===== config.mk =====
export PLATFORM = sky130hd
export DESIGN_NAME = muldiv_seq
export DESIGN_NICKNAME = d
export VERILOG_FILES = /design/src/rtl/muldiv_seq.sv
export SDC_FILE = /design/constraint.sdc
export NUM_CORES = 1
export LEC_CHECK = 0
export CORE_UTILIZATION = 54
export DETAILED_ROUTE_END_ITERATION = 7
export GPL_ROUTABILITY_DRIVEN = 1
export GPL_TIMING_DRIVEN = 0
export PLACE_DENSITY = 0.89
export SYNTH_ARGS = -nofsm -noshare
export SYNTH_HDL_FRONTEND = slang
export SYNTH_SLANG_ARGS = --single-unit

===== constraint.sdc =====
create_clock -name i_clk -period 4.6 [get_ports i_clk]
set_input_delay 1.38 -clock i_clk [delete_from_list [all_inputs] [get_ports i_clk]]
set_output_delay 1.38 -clock i_clk [all_outputs]
set_load 0.1 [all_outputs]

===== src/rtl/muldiv_seq.sv =====
// muldiv_seq: multi-cycle 8-bit unsigned shift-add multiplier / restoring divider driving a shared ADD/SUB ALU
module muldiv_seq #(
    parameter int WIDTH = 8,
    parameter int ITERS = 8
) (
    input  logic             i_clk,
    input  logic             i_reset_n,
    input  logic             i_start,
    input  logic             i_op,
    input  logic [WIDTH-1:0] i_a,
    input  logic [WIDTH-1:0] i_b,
    output logic             o_busy,
    output logic             o_done,
    output logic             o_div_zero,
    output logic [WIDTH-1:0] o_result_hi,
    output logic [WIDTH-1:0] o_result_lo,
    output logic [WIDTH-1:0] o_alu_a,
    output logic [WIDTH-1:0] o_alu_b,
    output logic [1:0]       o_alu_op,
    input  logic [WIDTH-1:0] i_alu_out,
    input  logic             i_alu_zero,
    input  logic             i_alu_lt
);
    localparam int CW = $clog2(ITERS);

    typedef enum logic [1:0] {S_IDLE, S_RUN, S_DONE} state_t;

    state_t           r_state;
    logic             r_op;
    logic [CW-1:0]    r_cnt;
    logic [WIDTH-1:0] r_hi;
    logic [WIDTH-1:0] r_lo;
    logic [WIDTH-1:0] r_m;
    logic             w_run;
    logic             w_carry;
    logic             w_unused_zero;
    logic [WIDTH-1:0] w_rs;
    logic [WIDTH-1:0] w_hi_nxt;
    logic [WIDTH-1:0] w_lo_nxt;

    // ALU is driven only while iterating; it is parked at 0 + 0 otherwise
    always_comb begin
        w_run         = r_state == S_RUN;
        w_rs          = {r_hi[WIDTH-2:0], r_lo[WIDTH-1]};
        o_alu_a       = !w_run ? '0 : r_op ? w_rs : r_hi;
        o_alu_b       = !w_run ? '0 : (r_op || r_lo[0]) ? r_m : '0;
        o_alu_op      = (w_run && r_op) ? 2'b01 : 2'b00;
        w_carry       = i_alu_out < o_alu_a;
        w_hi_nxt      = r_op ? (i_alu_lt ? w_rs : i_alu_out) : {w_carry, i_alu_out[WIDTH-1:1]};
        w_lo_nxt      = r_op ? {r_lo[WIDTH-2:0], ~i_alu_lt} : {i_alu_out[0], r_lo[WIDTH-1:1]};
        w_unused_zero = i_alu_zero;
    end

    // sequencer FSM; Busy/Done are registered from the state so they lag it by one cycle
    always_ff @(posedge i_clk or negedge i_reset_n) begin
        if (!i_reset_n) begin
            r_state     <= S_IDLE;
            r_op        <= 1'b0;
            r_cnt       <= '0;
            r_hi        <= '0;
            r_lo        <= '0;
            r_m         <= '0;
            o_busy      <= 1'b0;
            o_done      <= 1'b0;
            o_div_zero  <= 1'b0;
            o_result_hi <= '0;
            o_result_lo <= '0;
        end else begin
            o_busy <= r_state == S_RUN;
            o_done <= r_state == S_DONE;
            case (r_state)
                S_IDLE: begin
                    if (i_start) begin
                        r_op       <= i_op;
                        r_cnt      <= '0;
                        r_hi       <= '0;
                        r_m        <= i_op ? i_b : i_a;
                        r_lo       <= i_op ? i_a : i_b;
                        o_div_zero <= 1'b0;
                        if (i_op && i_b == '0) begin
                            o_div_zero  <= 1'b1;
                            o_result_hi <= i_a;
                            o_result_lo <= '1;
                            r_state     <= S_DONE;
                        end else begin
                            r_state <= S_RUN;
                        end
                    end
                end
                S_RUN: begin
                    r_hi  <= w_hi_nxt;
                    r_lo  <= w_lo_nxt;
                    r_cnt <= r_cnt + 1'b1;
                    if (r_cnt == CW'(ITERS - 1)) begin
                        o_result_hi <= w_hi_nxt;
                        o_result_lo <= w_lo_nxt;
                        r_state     <= S_DONE;
                    end
                end
                S_DONE:  r_state <= S_IDLE;
                default: r_state <= S_IDLE;
            endcase
        end
    end
endmodule


### Word-level counts from Yosys, hierarchy flattened

Index checks and enable logic that the tools add are counted.
Widths: inputs -> output; s select.

* input bits: 30
* flip-flop bits (word level): 49
* word-level logic and storage cells: 59
* output and inout bits: 37

* bitwise gates (word level): 1
* reductions and logical operators: 10
* order comparisons: 1
* multiplexer cells: 29
* add/sub/neg operators: 1
* equal/unequal tests: 6

Operator list (number)
* $mux 8: 17
* $pmux 8 s2: 4
* $logic_not 8->1: 1
* $lt 8x8->1: 1
* $mux 2: 3
* $pmux 3 s2: 1
* $reduce_and 2->1: 3
* $ne 2x2->1 const B: 2
* $pmux 2 s2: 1
* $reduce_and 4->1: 1
* $add 3x1->3 const B: 1
* $eq 3x3->1 const B: 1
* $mux 3: 1
* $eq 2x1->1 const B: 1
* $eq 2x2->1 const B: 1
* $logic_and 1x1->1: 2
* $logic_not 2->1: 1
* $mux 1: 2
* $ne 2x1->1 const B: 1
* $reduce_bool 2->1: 1
* $logic_or 1x1->1: 1
* $not 1->1: 1

### Logic depth before layout (Yosys ltp)

* depth after elaboration: 6
* mapped depth: 11
* depth with buffers taken out: 9

### Worst setup path before layout

OpenSTA, ideal clock, no wires.

* kind: flip-flop to output port
* start point: register r_state[1]
* end point: output port o_alu_a[0]
* required time: 3.220 ns
* slack: 0.968 ns
* path buffers: 2
* data arrival time: 2.252 ns
* cell stages (with the launch flop): 5
* cells stage by stage: dfrtp_1 -> nand2b_1 -> clkbuf_1 -> buf_1 -> nor2_1

* cells in the longest elaborated chain, start to end: 2

RTL lines
* start, declared: line 28 `state_t r_state;`
* start signal, assigned: line 57 `r_state <= S_IDLE;`
* start signal, assigned: line 84 `r_state <= S_DONE;`
* start signal, assigned: line 86 `r_state <= S_RUN;`
* $eq 2x1->1: line 43 `w_run = r_state == S_RUN;`
* $mux 8: line 45 `o_alu_a = !w_run ? '0 : r_op ? w_rs : r_hi;`
* end, declared: line 17 `output logic [WIDTH-1:0] o_alu_a,`

No other way between the ends.

### Worst setup path in the final report

* start point: register r_state[0]
* end point: output port o_alu_a[0]

The elaborated chain is that of the path after synthesis.

==> impl_results.md <==
- Sequential area share after synthesis: between 40% and 50%
- Tot GR Track Use: between 20% and 30%
- Share of post-route cells with drive strength above 1: 12.6%
- Largest net degree at the start of global routing: 28
- Period utilization: 93.6%
- CP endpoint: o_alu_a[0]
- Yosys reg bits: between 40 and 50
- FMAX: about 0.23 GHz
- GR Overflow Total: 0
- Worst path required time: between 3 and 4 ns
- Average wire per standard cell: about 16 um
- Post-Route WL: approximately 6.8 mm
- Post-route cell area: about 0.0037 sq mm
- Slew of the pin with the lowest slew margin: roughly 1.1 ns
- Initial Util: 57.8%
- ANT cells: 0
- Initial antenna violation count: 0
- Inserted Clock Buffers: 5
- Cells on worst reg2reg path: 11
- Nets@finish: just under 400
- TritonRoute pass-1 iters: 4
- Core area: between 0.004 and 0.005 sq mm
- Fin Clk Skew: 0.00537 ns
- Clock latency on the worst-skew pair: 0.30 ns
- Placed cell area: roughly 0.0035 sq mm
- Slew HR: 24.1%
- Crit path from: r_state[0]
- IO Port Bufs: 62
- CP endpoint kind: primary output
- Mapped Nets: 316
- # rows: 25
- First DRT Iteration DRCs: about 180
- Synth unique cells: 37
- Setup TNS: 0 ns
- CTS root buf: clkbuf_8
- R2r setup slk: roughly 1.4 ns
- Post-route ant nets: 0
- RSZ-0062 raised after global routing: no
- Die width: ~74 um
- Max-cap check violation count: 0
- Crit Path Category: reg2out
- Post-synth ARST share: 100%
- Residual DRC: 0
- Post-synth EDFFs: 0
- Die area: approximately 0.0055 sq mm
- Cells after synthesis: roughly 280
- R2R Path Start: r_state[1]
- Dpl hpwl: 5.11 mm
- Postcts setup bufs: 0
- RR Endpoint: o_result_hi[7]
- Hold_buf cts: 0
- Vias/cell: about 5.6
- Main synth FF type: dfrtp_1
- Cell area after synthesis: around 0.0028 sq mm
- Final-report hold violation count: 0
- Max Slew Vio Count: 0
- Data arrival, critical path: 2.93 ns
- CTS tree: yes
- # clock sinks: slightly below 50
- RD Place Congestion: between 0.8 and 0.9
- # H-tree levels: 2
- Crit Path Max Fanout: 10
- First-pass GRT wire length: 10.9 mm
- Clock-pin slew on the worst setup and hold paths: around 0.090 ns
- Vias in the first global route: between 2000 and 2500
- CTS Buffer Depth: 2
- Die H: 74.0 um
- Hold Path Class: reg2reg
- Area Overhead vs Synth: 31.4%
- Vias: 2328
- Ys Warns: 0
- Syn Area/Cell: about 10 sq um
- Final setup fails: 0
- Final min period: 4.31 ns
- Status: finished, final reports clean
- Startpoint Class: flop
- I/O pin count: 67
[layout by cell type, fill, tap and decap left out, types with 2 or more instances in the layout]
master,Yosys,routed
nor2_1,19,19
mux2i_1,31,31
a22o_1,2,2
a21oi_1,19,19
clkbuf_8,0,6
a211oi_1,7,7
dlymetal6s2s_1,0,16
dfrtp_1,49,49
and2_1,9,9
clkdlybuf4s50_1,0,45
buf_12,1,2
ha_1,9,9
nand2_1,30,30
buf_2,1,2
clkbuf_1,9,9
o21ai_0,19,19
buf_1,5,5
inv_1,16,16
a21o_1,7,7
mux2_2,24,24
[final cells by class]
class,instances,area (sq um)
Buffer,18,96.3
Clock buffer,6,82.6
Clock inverter,2,37.5
Fill cell,333,1170
Inverter,16,60.1
Multi-Input combinational cell,194,1420
Sequential cell,49,1230
Tap cell,67,83.8
Timing Repair Buffer,63,676
[worst min-delay path by stage]
stage                     startpoint      end  slack [ns]  depth (start not counted)
after CTS                 r_state[0]   o_done        0.50                          1
after global routing      r_state[0]   o_done        0.53                          1
after floorplan              r_hi[7]  r_hi[7]        0.44                          2
after global placement    r_state[0]   o_done        0.46                          1
final                        r_hi[7]  r_hi[7]        0.51                          2
after detailed placement     r_hi[7]  r_hi[7]        0.49                          2
[through the flow]
step | cells | util [%] | hold WS, ns | setup WS [ns]
after CTS | 415 | 75.1 | 0.504 | 0.0475
after global routing | 415 | 75.9 | 0.528 | 0.189
after global placement | 406 | 72.3 | 0.457 | 0.436
after detailed placement | 407 | 72.6 | 0.487 | 0.378
final | 415 | 75.9 | 0.506 | 0.295
after floorplan | 277 | - | 0.442 | 0.968
[cells in the mapped netlist, types with 2 or more instances]
library cell | number | area share, %
a211oi_1 | 7 | 1.9
a21o_1 | 7 | 1.9
a21oi_1 | 19 | 3.4
a22o_1 | 2 | 0.63
and2_1 | 9 | 2.0
buf_1 | 5 | 0.67
clkbuf_1 | 9 | 1.2
dfrtp_1 | 49 | 44
ha_1 | 9 | 4.0
inv_1 | 16 | 2.1
mux2_2 | 24 | 9.7
mux2i_1 | 31 | 11
nand2_1 | 30 | 4.0
nor2_1 | 19 | 2.5
o21ai_0 | 19 | 3.4
[critical path, stage by stage, from the launching register on]
cell	delay [ns]
dfrtp_1	0.42
nand2b_1	0.20
clkbuf_1	0.41
buf_1	0.46
nor2_1	0.14
clkdlybuf4s50_1	0.99
[sequential cells by signal, summed over array words and instances, names as in the netlist]
signal       flops
o_result_lo      8
o_result_hi      8
r_hi             8
r_state          2
o_div_zero       1
r_m              8
o_busy           1
r_op             1
r_lo             8
o_done           1
r_cnt            3
[routing by layer]
| metal | track usage [%] | share of wire, % | vias to the layer above |
|---|---|---|---|
| li1 | - | - | 1107 |
| met1 | 36.5 | 43 | 1126 |
| met2 | 43.5 | 49 | 85 |
| met3 | 4.34 | 6.5 | 10 |
| met4 | 8.55 | 1.7 | 0 |
| met5 | 0 | 0 | - |
[what timing repair did]
item | CTS | global route
hold endpoints to repair | 0 | 0
setup endpoints to repair | 0 | 16
resized for setup | 0 | 16
[logic make-up (layout without fill, tap and decap cells)]
| logic type | count (synthesis) | count (layout) | share of synthesized area, % |
|---|---|---|---|
| multiplexers | 56 | 56 | 21.3 |
| AND/OR/NAND/NOR | 65 | 65 | 11.0 |
| AO/OA/AOI/OAI | 63 | 63 | 14.2 |
| buffers and inverters | 34 | 105 | 5.59 |
| flip-flops | 49 | 49 | 43.8 |
| other | 1 | 1 | 0.134 |
| adder cells (fa/ha/maj) | 9 | 9 | 4.02 |
Power is not shown: default switching activity piles up to over one toggle a cycle in this logic, so the estimate is an artifact.
